==> config.mk <==
export PLATFORM = sky130hd
export DESIGN_NAME = reduce_scheduler_flat
export DESIGN_NICKNAME = d
export VERILOG_FILES = /design/src/rtl/reduce_scheduler_if.sv /design/src/rtl/reduce_scheduler.sv /design/src/flat_wrapper.sv
export SDC_FILE = /design/constraint.sdc
export NUM_CORES = 1
export LEC_CHECK = 0
export ABC_AREA = 1
export CAP_MARGIN = 20
export CELL_PAD_IN_SITES_DETAIL_PLACEMENT = 1
export CELL_PAD_IN_SITES_GLOBAL_PLACEMENT = 2
export CORE_MARGIN = 5
export CORE_UTILIZATION = 17
export DETAILED_ROUTE_END_ITERATION = 8
export PLACE_DENSITY = 0.86
export REMOVE_ABC_BUFFERS = 1
export SLEW_MARGIN = 5
export SYNTH_ARGS = -nofsm -noshare
export SYNTH_HDL_FRONTEND = slang
export SYNTH_SLANG_ARGS = --single-unit
==> constraint.sdc <==
create_clock -name clk -period 10.8 [get_ports clk]
set_clock_uncertainty 0.15 [all_clocks]
set_input_delay 3.24 -clock clk [delete_from_list [all_inputs] [get_ports clk]]
set_output_delay 3.24 -clock clk [all_outputs]
set_load 0.1 [all_outputs]
==> src/rtl/reduce_scheduler_if.sv <==
// -----------------------------------------------------------------------------
// reduce_scheduler_if
//   Bundles the port-side request/packet bus, the reduction-unit sink
//   handshake and the scheduler's status outputs.
//
//   Handshake: a packet leaves port p in the cycle where req[p] and grant[p]
//   are both high; the port pops its FIFO in that same cycle. grant is only
//   raised while sink_ready is high, and the granted packet appears on
//   pkt_out with pkt_valid one cycle later.
//
//   Signals
//     req        [NumPorts]           port FIFO non-empty
//     pkt_in     [NumPorts*PktWidth]  port p packet at [p*PktWidth +: PktWidth]
//     sink_ready                      reduction unit can accept a packet
//     grant      [NumPorts]           one-hot pop strobe (combinational)
//     pkt_out    [PktWidth]           registered packet to the reduction unit
//     pkt_valid                       registered, pkt_out holds a packet
//     slot_busy  [2**SlotBits]        per-slot hazard timer nonzero
//
//   Modports: master = port/sink side, slave = scheduler.
// -----------------------------------------------------------------------------
interface reduce_scheduler_if #(
    parameter int NumPorts = 4,
    parameter int PktWidth = 85,
    parameter int SlotBits = 1
);
    logic [NumPorts-1:0]          req;
    logic [NumPorts*PktWidth-1:0] pkt_in;
    logic                         sink_ready;
    logic [NumPorts-1:0]          grant;
    logic [PktWidth-1:0]          pkt_out;
    logic                         pkt_valid;
    logic [(2**SlotBits)-1:0]     slot_busy;

    modport master (
        output req, pkt_in, sink_ready,
        input  grant, pkt_out, pkt_valid, slot_busy
    );

    modport slave (
        input  req, pkt_in, sink_ready,
        output grant, pkt_out, pkt_valid, slot_busy
    );
endinterface

==> src/rtl/reduce_scheduler.sv <==
// -----------------------------------------------------------------------------
// reduce_scheduler
//   Round-robin arbiter that moves one packet per cycle from NumPorts router
//   input FIFOs onto the reduction unit's packetA input. Reduction packets
//   are held back while the reduction-table slot they target still has an
//   adder result in flight (per-slot hazard timer nonzero); non-reduction
//   packets bypass the hazard check. A blocked port never blocks others.
//
//   Ports
//     clk          clock
//     rst          synchronous, active-high reset
//     bus          reduce_scheduler_if.slave (req, pkt_in, sink_ready in;
//                  grant, pkt_out, pkt_valid, slot_busy out)
//     stall_count  16-bit saturating count of cycles in which some request
//                  was masked only by a busy slot while sink_ready was high
//                  (present only when REDUCE_SCHED_STALL_CNT_EN is defined)
//
//   Optional feature macro: REDUCE_SCHED_STALL_CNT_EN
// -----------------------------------------------------------------------------
module reduce_scheduler #(
    parameter int         NumPorts     = 4,
    parameter int         lg_numports  = 2,
    parameter logic [2:0] rank_z       = 3'b0,
    parameter logic [2:0] rank_y       = 3'b0,
    parameter logic [2:0] rank_x       = 3'b0,
    parameter int         PktWidth     = 85,
    parameter int         SlotBits     = 1,
    parameter int         AdderLatency = 14,
    parameter int         TimerWidth   = 5
) (
    input  logic               clk,
    input  logic               rst,
    reduce_scheduler_if.slave  bus
`ifdef REDUCE_SCHED_STALL_CNT_EN
    ,
    output logic [15:0]        stall_count
`endif
);

    localparam int                    NumSlots  = 2**SlotBits;
    localparam logic [8:0]            LocalDst  = {rank_z, rank_y, rank_x};
    // One extra cycle so the slot is reopened only after the adder result
    // has been written back.
    localparam logic [TimerWidth-1:0] TimerLoad = TimerWidth'(AdderLatency + 1);

    logic [TimerWidth-1:0]  r_timer [NumSlots];
    logic [lg_numports-1:0] r_rr_ptr;
    logic [PktWidth-1:0]    r_pkt_out;
    logic                   r_pkt_valid;

    logic [NumPorts-1:0]    w_is_red;
    logic [NumPorts-1:0]    w_eligible;
    logic [NumPorts-1:0]    w_masked;
    logic [SlotBits-1:0]    w_slot [NumPorts];
    logic                   w_found;
    logic [lg_numports-1:0] w_sel;
    logic [NumPorts-1:0]    w_grant;
    logic [PktWidth-1:0]    w_sel_pkt;

    // Per-port classification: reduction or not, target slot, eligibility.
    always_comb begin
        logic                w_p_red;
        logic [SlotBits-1:0] w_p_slot;
        w_is_red   = '0;
        w_eligible = '0;
        w_masked   = '0;
        w_p_red    = 1'b0;
        w_p_slot   = '0;
        for (int p = 0; p < NumPorts; p++) begin
            w_p_red = bus.pkt_in[p*PktWidth + 81] &&
                      (bus.pkt_in[p*PktWidth + 34 +: 2] == 2'b11);
            // Local destination: slot comes from the tag; otherwise the
            // packet is addressed by its destination z coordinate.
            if (bus.pkt_in[p*PktWidth + 72 +: 9] == LocalDst) begin
                w_p_slot = bus.pkt_in[p*PktWidth + 38 +: SlotBits];
            end else begin
                w_p_slot = bus.pkt_in[p*PktWidth + 78 +: SlotBits];
            end
            w_is_red[p]   = w_p_red;
            w_slot[p]     = w_p_slot;
            w_eligible[p] = bus.req[p] && (!w_p_red || (r_timer[w_p_slot] == '0));
            w_masked[p]   = bus.req[p] && w_p_red && (r_timer[w_p_slot] != '0);
        end
    end

    // Round-robin search starting at r_rr_ptr. The index wraps naturally in
    // lg_numports bits, so NumPorts must equal 2**lg_numports.
    always_comb begin
        logic [lg_numports-1:0] w_idx;
        w_found = 1'b0;
        w_sel   = '0;
        w_idx   = '0;
        if (bus.sink_ready && !rst) begin
            for (int i = 0; i < NumPorts; i++) begin
                w_idx = r_rr_ptr + lg_numports'(i);
                if (!w_found && w_eligible[w_idx]) begin
                    w_found = 1'b1;
                    w_sel   = w_idx;
                end
            end
        end
    end

    always_comb begin
        w_grant   = '0;
        w_sel_pkt = bus.pkt_in[int'(w_sel)*PktWidth +: PktWidth];
        if (w_found) begin
            w_grant[w_sel] = 1'b1;
        end
    end

    always_ff @(posedge clk) begin
        if (rst) begin
            r_rr_ptr    <= '0;
            r_pkt_out   <= '0;
            r_pkt_valid <= 1'b0;
            for (int s = 0; s < NumSlots; s++) begin
                r_timer[s] <= '0;
            end
        end else begin
            r_pkt_valid <= w_found;
            r_pkt_out   <= w_found ? w_sel_pkt : '0;
            if (w_found) begin
                r_rr_ptr <= w_sel + 1'b1;
            end
            // A granted reduction packet always sees its slot timer at zero,
            // so loading and decrementing never target the same slot.
            for (int s = 0; s < NumSlots; s++) begin
                if (w_found && w_is_red[w_sel] && (w_slot[w_sel] == SlotBits'(s))) begin
                    r_timer[s] <= TimerLoad;
                end else if (r_timer[s] != '0) begin
                    r_timer[s] <= r_timer[s] - 1'b1;
                end
            end
        end
    end

    always_comb begin
        bus.slot_busy = '0;
        for (int s = 0; s < NumSlots; s++) begin
            bus.slot_busy[s] = (r_timer[s] != '0);
        end
    end

    assign bus.grant     = w_grant;
    assign bus.pkt_out   = r_pkt_out;
    assign bus.pkt_valid = r_pkt_valid;

`ifdef REDUCE_SCHED_STALL_CNT_EN
    logic [15:0] r_stall_count;

    always_ff @(posedge clk) begin
        if (rst) begin
            r_stall_count <= '0;
        end else if (bus.sink_ready && (|w_masked) && (r_stall_count != 16'hFFFF)) begin
            r_stall_count <= r_stall_count + 16'd1;
        end
    end

    assign stall_count = r_stall_count;
`endif

endmodule

==> src/flat_wrapper.sv <==
// flat-port wrapper written by rule: the top's interface ports become plain ports
module reduce_scheduler_flat 
#(
    parameter int         NumPorts     = 4,
    parameter int         lg_numports  = 2,
    parameter logic [2:0] rank_z       = 3'b0,
    parameter logic [2:0] rank_y       = 3'b0,
    parameter logic [2:0] rank_x       = 3'b0,
    parameter int         PktWidth     = 85,
    parameter int         SlotBits     = 1,
    parameter int         AdderLatency = 14,
    parameter int         TimerWidth   = 5
)
  (clk, rst, bus_req, bus_pkt_in, bus_sink_ready, bus_grant, bus_pkt_out, bus_pkt_valid, bus_slot_busy);
  reduce_scheduler_if #(.NumPorts(NumPorts), .PktWidth(PktWidth), .SlotBits(SlotBits)) bus_i ();
  input  logic clk;
  input  logic rst;
  input wire logic [$bits(bus_i.req)-1:0] bus_req;
  input wire logic [$bits(bus_i.pkt_in)-1:0] bus_pkt_in;
  input wire logic [$bits(bus_i.sink_ready)-1:0] bus_sink_ready;
  output wire logic [$bits(bus_i.grant)-1:0] bus_grant;
  output wire logic [$bits(bus_i.pkt_out)-1:0] bus_pkt_out;
  output wire logic [$bits(bus_i.pkt_valid)-1:0] bus_pkt_valid;
  output wire logic [$bits(bus_i.slot_busy)-1:0] bus_slot_busy;
  assign bus_i.req = bus_req;
  assign bus_i.pkt_in = bus_pkt_in;
  assign bus_i.sink_ready = bus_sink_ready;
  assign bus_grant = bus_i.grant;
  assign bus_pkt_out = bus_i.pkt_out;
  assign bus_pkt_valid = bus_i.pkt_valid;
  assign bus_slot_busy = bus_i.slot_busy;
  reduce_scheduler #(.NumPorts(NumPorts), .lg_numports(lg_numports), .rank_z(rank_z), .rank_y(rank_y), .rank_x(rank_x), .PktWidth(PktWidth), .SlotBits(SlotBits), .AdderLatency(AdderLatency), .TimerWidth(TimerWidth)) u_core (.clk(clk), .rst(rst), .bus(bus_i));
endmodule
# ---- After elaboration in Yosys (flattened, before gate mapping)
# Memory sizes are Yosys's and may differ from the RTL's.
# Cells that the tools add are included.
dict set report totals {
  ff_bits 88
  ram_bits 10
  inputBits 347
  elab_cells 122
  n_memories 1
}
dict set report classes {
  add_sub_neg 6
  n_mul 1
  order_cmp 7
  eq_ne 4
  n_shift 1
  muxes 53
  bitwise 7
  reduce_logical 39
}
# name depth word_bits rd rd_clocked_by_memory_dff write_ports line_no
set memory_table {}
lappend memory_table {u_core.r_timer 2 5 6 0 2 reduce_scheduler.sv:46} ;# logic [TimerWidth-1:0] r_timer [NumSlots];
# cell count
set op_table {}
lappend op_table {{variable part select 340 x 32 -> 85 bit} 1}
lappend op_table {{logical NOT 9 bit} 4}
lappend op_table {{2-to-1 mux 1 bit} 36}
lappend op_table {{logical NOT 5 bit} 4}
lappend op_table {{2-to-1 mux 5 bit} 4}
lappend op_table {{logical AND 1 bit} 16}
lappend op_table {{< comparator 2 x 3 -> 1 bit, second input constant} 5}
lappend op_table {{binary-select mux 1 bit (select 2 bit)} 6}
lappend op_table {{2-to-1 mux 2 bit} 5}
lappend op_table {{nonzero test 5 bit} 2}
lappend op_table {{subtractor 5 x 1 -> 5 bit, second input constant} 2}
lappend op_table {{multiplier 2 x 7 -> 9 bit, second input constant} 1}
lappend op_table {{equality test 2 bit, second input constant} 4}
lappend op_table {{logical NOT 1 bit} 8}
lappend op_table {{adder 2 x 1 -> 2 bit, second input constant} 2}
lappend op_table {{adder 2 bit, second input constant} 2}
lappend op_table {{logical OR 1 bit} 4}
lappend op_table {{2-to-1 mux 4 bit} 1}
lappend op_table {{OR 1 bit} 4}
lappend op_table {{greater-or-equal comparator 3 bit, second input constant} 1}
lappend op_table {{inverter 2 -> 3 bit} 1}
lappend op_table {{demux 1 bit (select 2 bit)} 1}
lappend op_table {{greater-or-equal comparator 2 x 1 -> 1 bit, second input constant} 1}
lappend op_table {{inverter 1 bit} 2}
lappend op_table {{OR reduction 2 bit} 1}

# ---- Longest topological paths before layout
# Gate-level depths: netlist of run 1.
# An unclocked memory read counts as a cell.
dict set report depth {
  depth_word 33
  depth_mapped 24
}

# ---- Worst setup path before layout of run 1
# OpenSTA, ideal clock, no wires.
dict set report synth_timing {
  path_type {input to output}
  startpoint {in bus_pkt_in[243]}
  endpoint {out bus_grant[0]}
  t_arrival_ns 6.379
  t_required_ns 7.410
  path_slack_ns 1.031
  path_stages 17
  n_path_buf 2
  cell_sequence {or2_1 -> nor2_1 -> nand2_1 -> nand3_1 -> nand3_2 -> nand3_2 -> nand2_2 -> nor2_2 -> nand2_2 -> o21ai_0 -> inv_1 -> nand2_2 -> buf_4 -> clkbuf_1 -> ha_1 -> inv_1 -> nor2_1}
}
dict set report synth_via {
  elab_chain_cells 27
  word_cells_on_any_way 39
  cone_classes {order compare: 2; mux: 25; reduce/logical: 11; memory: 1}
}
# element line_no
set synth_lines {}
lappend synth_lines {{start: declaration} flat_wrapper.sv:19} ;# input wire logic [$bits(bus_i.pkt_in)-1:0] bus_pkt_in;
lappend synth_lines {{logical NOT 9 bit (*)} reduce_scheduler.sv:74} ;# if (bus.pkt_in[p*PktWidth + 72 +: 9] == LocalDst) begin
lappend synth_lines {{2-to-1 mux 1 bit (*)} reduce_scheduler.sv:74}
lappend synth_lines {{memory read (2 x 5 bit) (*)} --}
lappend synth_lines {{logical NOT 5 bit (*)} reduce_scheduler.sv:81} ;# w_eligible[p] = bus.req[p] && (!w_p_red || (r_timer[w_p_slot] == '0));
lappend synth_lines {{logical OR 1 bit (*)} reduce_scheduler.sv:81}
lappend synth_lines {{logical AND 1 bit (*)} reduce_scheduler.sv:81}
lappend synth_lines {{binary-select mux 1 bit (select 2 bit)} reduce_scheduler.sv:96} ;# if (!w_found && w_eligible[w_idx]) begin
lappend synth_lines {{2-to-1 mux 1 bit (not written as such)} reduce_scheduler.sv:96}
lappend synth_lines {{(+11 left out)} --}
lappend synth_lines {{logical AND 1 bit} reduce_scheduler.sv:96}
lappend synth_lines {{2-to-1 mux 2 bit} reduce_scheduler.sv:96}
lappend synth_lines {{2-to-1 mux 2 bit} reduce_scheduler.sv:93} ;# if (bus.sink_ready && !rst) begin
lappend synth_lines {{< comparator 2 x 3 -> 1 bit (not written as such) or greater-or-equal comparator 2 x 1 -> 1 bit (tied branches)} reduce_scheduler.sv:108} ;# w_grant[w_sel] = 1'b1;
lappend synth_lines {{logical AND 1 bit (not written as such)} reduce_scheduler.sv:108}
lappend synth_lines {{2-to-1 mux 1 bit (not written as such)} reduce_scheduler.sv:108}
lappend synth_lines {{demux 1 bit (select 2 bit)} --}
lappend synth_lines {{2-to-1 mux 4 bit (*)} reduce_scheduler.sv:107} ;# if (w_found) begin
lappend synth_lines {{end: declaration} flat_wrapper.sv:21} ;# output wire logic [$bits(bus_i.grant)-1:0] bus_grant;
# Mark *: on every way between the ends. The rest lies on a longest branch, timed or not. The select of a mux whose other input is x is not followed.

# ---- Worst setup path in the final report of run 1
dict set report layout_timing {
  startpoint {in bus_pkt_in[290]}
  endpoint {out bus_grant[3]}
}
dict set report layout_via {
  elab_chain_cells 26
  word_cells_on_any_way 38
  cone_classes {order compare: 2; eq/ne: 1; mux: 24; reduce/logical: 11}
}
# element line_no
set layout_lines {}
lappend layout_lines {{equality test 2 bit (*)} reduce_scheduler.sv:71} ;# (bus.pkt_in[p*PktWidth + 34 +: 2] == 2'b11);
lappend layout_lines {{logical AND 1 bit (*)} reduce_scheduler.sv:70} ;# w_p_red = bus.pkt_in[p*PktWidth + 81] &&
lappend layout_lines {{logical NOT 1 bit (*)} reduce_scheduler.sv:81}
lappend layout_lines {{logical OR 1 bit (*)} reduce_scheduler.sv:81}
lappend layout_lines {{logical AND 1 bit (*)} reduce_scheduler.sv:81}
lappend layout_lines {{binary-select mux 1 bit (select 2 bit)} reduce_scheduler.sv:96}
lappend layout_lines {{2-to-1 mux 1 bit (not written as such)} reduce_scheduler.sv:96}
lappend layout_lines {{2-to-1 mux 1 bit} reduce_scheduler.sv:96}
lappend layout_lines {{(+10 left out)} --}
lappend layout_lines {{logical AND 1 bit} reduce_scheduler.sv:96}
lappend layout_lines {{2-to-1 mux 2 bit} reduce_scheduler.sv:96}
lappend layout_lines {{2-to-1 mux 2 bit} reduce_scheduler.sv:93}
lappend layout_lines {{< comparator 2 x 3 -> 1 bit (not written as such) or greater-or-equal comparator 2 x 1 -> 1 bit (tied branches)} reduce_scheduler.sv:108}
lappend layout_lines {{logical AND 1 bit (not written as such)} reduce_scheduler.sv:108}
lappend layout_lines {{2-to-1 mux 1 bit (not written as such)} reduce_scheduler.sv:108}
lappend layout_lines {{demux 1 bit (select 2 bit)} --}
lappend layout_lines {{2-to-1 mux 4 bit (*)} reduce_scheduler.sv:107}
# Marks and branches as above.

==> results.toml, run 1 <==
[final_layout]
fin_nets = 1724
antenna_cells = 0
areaGrowthSynthToFinish_pct = 81.6
fin_area_um2 = 11100
final_common_cell = "nand2_1"
layout_common_cells = "445 x nand2_1, 434 x clkdlybuf4s50_1, 88 x dfxtp_1, 75 x a31oi_1, 72 x o21ai_1"
drive_above_1_share_pct = 3.56
post-route-util_pct = 31.2

[setup_path]
crit_type = "in -> out"
r2r-end = "u_core.bus.pkt_out[16]$_SDFF_PP0_"
end_kind = "primary output"
crit_path_top_delay_cell = "nor3_1"
cpMostUsedCell = "nand2_2"
r2r_start = "u_core.r_timer[1][2]$_DFFE_PP_"
crit_family = "simple AND/OR/NAND/NOR gates"
crit_buf_inv = 5
r2r_cells = 17
reg2reg_slack_ns = 6.73
critPathLaunch = "bus_pkt_in[290]"
worstSetupStartpointType = "primary input"
slowest_delay_ns = 0.51
arrival_ns = 6.20
crit_cells = 17
worstPathCellList = "clkdlybuf4s50_1, inv_1, nor3_1, nand3_1, nand3_1, nand2_2, nor2_2, nand2_2, nand2_1, nand2_1, nand2_2, nand2_8, inv_4, ha_1, inv_1, nor2_1, buf_12"
endpoint = "bus_grant[3]"
cp_max_fo = 48
required_ns = 7.41

[sta]
slew_headroom_pct = 27.4
fin_crit_sh_pct = 88.8
fin_ws_ns = 1.21
setup_viol = 0
hold_viol_final = 0
timing.final.crit_period_ns = 9.59
tns_ns = 0
timing.fmax_mhz = 104
maxSlewViolCount = 0
tightestPinTransition_ns = 1.09
grt_setup_unrepaired = "false"

[drt]
post_drt_wl_per_cell_um = 17.0
wirelength_um = 31300
num_vias = 7840
first_iter_violations = 216
post-route-drc-count = 0
ant_nets = 0
firstDrtPassIters = 4
vias_per_cell = 4.27

[place]
placed_cell_area_um2 = 10800
numPortBuffers = 438
gp_congestion = 0.800
dp_slack_ns = 1.23
dp_hpwl_um = 25100

[floorplan]
num_rows = 69
core_um2 = 35600
fp.dieW_um = 200
initial_core_util_pct = 17.2
pin_count = 439
dieArea_um2 = 39800
die_h_um = 200

[worst_hold_path]
hold_depth = 2
hold_class = "reg -> reg"

[logic_synthesis]
synthSimpleGateAreaFrac_pct = 37.6
yosys-top-cells-area = "dfxtp_1 29%, nand2_1 27%, a31oi_1 7.7%, o21ai_1 5.9%, edfxtp_1 4.9%"
synth_seq_cells = 98
seq_area_frac_synth_pct = 33.7
syn_area_um2 = 6110
yosys.area.top_type = "dfxtp_1"
synth_fa_ha_area_share_pct = 1.23
synthMuxAreaShare_pct = 0
synth.avg_cell_area_um2 = 6.24
yosys_warnings = 0
synth_top_area_share_pct = 28.8
synth_cell_types = 31
postSynthCellCount = 980
synth_top_family_by_area = "simple AND/OR/NAND/NOR gates"
synthXorXnorAreaFrac_pct = 0.430
synth_compound_gate_area_share_pct = 16.8

[global_routing]
grt_util_all_layers_pct = 15.3
grt_max_degree = 91
grt_pass1_wl_um = 47300
grt_pass1_vias = 8501
overflow = 0
antenna_found_initial = 0

[power_and_ir_drop]
p_leak_nw = 4.66
peakVddDrop_mv = 0.0759
p_per_area_nw_per_um2 = 156
fin_total_pwr_mw = 1.73

[clock_tree]
cts.sinks = 98
clock_latency_ns = 0.37
clock-root-buffer = "clkbuf_16"
cts_setup_buffers = 0
cts_htree_levels = 3
cts_buffers = 9
ctsHoldBuffers = 0
clk_pin_slew_worst_paths_ns = 0.07
cts_max_path_buffers = 2
cts_tree = "yes"
ctsResizeCount = 0

[run]
cap_violations = 0

[status]
outcome = "finished clean"
-- through the flow --
step	hold WS, ns	std cells
detailed placement	0.412	1821
CTS	0.432	1837
finish	0.422	1837
floorplan	0.347	913
global placement	0.429	1821
global route	0.450	1837
-- area by class of cell --
cell class                 count  area, um^2
timing repair buffer         447        4490
fill                        4456       24500
inverter                      62         235
multi-input combinational    753        3450
sequential                    98        2060
clock inverter                 4        25.0
clock buffer                  12         256
tap                          461         577
-- synth_stat cells --
library cell and number:
a211oi_1 20, nand3_1 43, nand2_4 1, and3_1 2, nand3_4 1, buf_2 33
xnor2_1 2, clkbuf_1 18, buf_4 6, o21ai_0 3, nor2_2 3, o21ai_4 1
buf_6 10, inv_1 58, a21oi_2 1, nand2_2 7, nor3_2 1, or2_1 3
o21ai_1 72, xor2_1 1, dfxtp_1 88, nor2_1 46, a21oi_1 2, a31oi_1 75
nor3_1 12, ha_1 6, inv_2 4, nand3_2 2, edfxtp_1 10, nand4_1 4
nand2_1 445
-- metal layers --
layer / up-vias / global-route usage, % / routed length (um)
met4: 0 / 5.21 / 742
met2: 270 / 27.2 / 15400
li1: 3961 / - / -
met5: - / 0 / 0
met1: 3579 / 16.8 / 12200
met3: 30 / 5.67 / 2960
-- logic make-up (layout without fill, tap and decap cells) --
| group | after synthesis | count (layout) |
|---|---|---|
| compound gates | 174 | 174 |
| xor+xnor | 3 | 3 |
| fa+ha+maj | 6 | 6 |
| buf+inv | 129 | 525 |
| flops | 98 | 98 |
| simple gates | 570 | 570 |
-- report_power, final --
part	total (mW)	internal [mW]	switching, mW	leakage [nW]
logic	0.943	0.303	0.641	3.68
clock network	0.332	0.169	0.163	0.143
registers	0.458	0.432	0.0264	0.833
-- registers in the layout, indices dropped and copies added (netlist names) --
name and cells:
u_core.r_timer 10, u_core.bus.pkt_out 85, u_core.bus.pkt_valid 1, u_core.r_rr_ptr 2
-- worst min-delay path by stage --
stage | from | to | slack [ns]
2_1_floorplan | u_core.r_rr_ptr[1]$_SDFFE_PP0N_ | u_core.r_rr_ptr[1]$_SDFFE_PP0N_ | 0.35
3_3_place_gp | u_core.r_rr_ptr[1]$_SDFFE_PP0N_ | u_core.r_rr_ptr[1]$_SDFFE_PP0N_ | 0.43
3_5_place_dp | u_core.r_rr_ptr[1]$_SDFFE_PP0N_ | u_core.r_rr_ptr[1]$_SDFFE_PP0N_ | 0.41
4_1_cts | u_core.r_rr_ptr[1]$_SDFFE_PP0N_ | u_core.r_rr_ptr[1]$_SDFFE_PP0N_ | 0.43
5_1_grt | u_core.r_rr_ptr[1]$_SDFFE_PP0N_ | u_core.r_rr_ptr[1]$_SDFFE_PP0N_ | 0.45
6_report | u_core.r_rr_ptr[1]$_SDFFE_PP0N_ | u_core.r_rr_ptr[1]$_SDFFE_PP0N_ | 0.42
-- tightest hold or removal path, cell delays in order, from the launching register on --
cell and delay [ns]:
dfxtp_1 0.33, inv_1 0.12, a21oi_1 0.08
Note: power is estimated with default switching activity, not from simulation.
==> inputs of run 2 (changes only) <==
--- a/config.mk
+++ b/config.mk
@@ -11,6 +11,7 @@
 export CELL_PAD_IN_SITES_GLOBAL_PLACEMENT = 2
 export CORE_MARGIN = 5
 export CORE_UTILIZATION = 17
+export CTS_CLUSTER_DIAMETER = 60
 export DETAILED_ROUTE_END_ITERATION = 8
 export PLACE_DENSITY = 0.86
 export REMOVE_ABC_BUFFERS = 1
==> results of run 2 <==
Same layout as run 1: the final DEF is identical, and so are final timing and power.
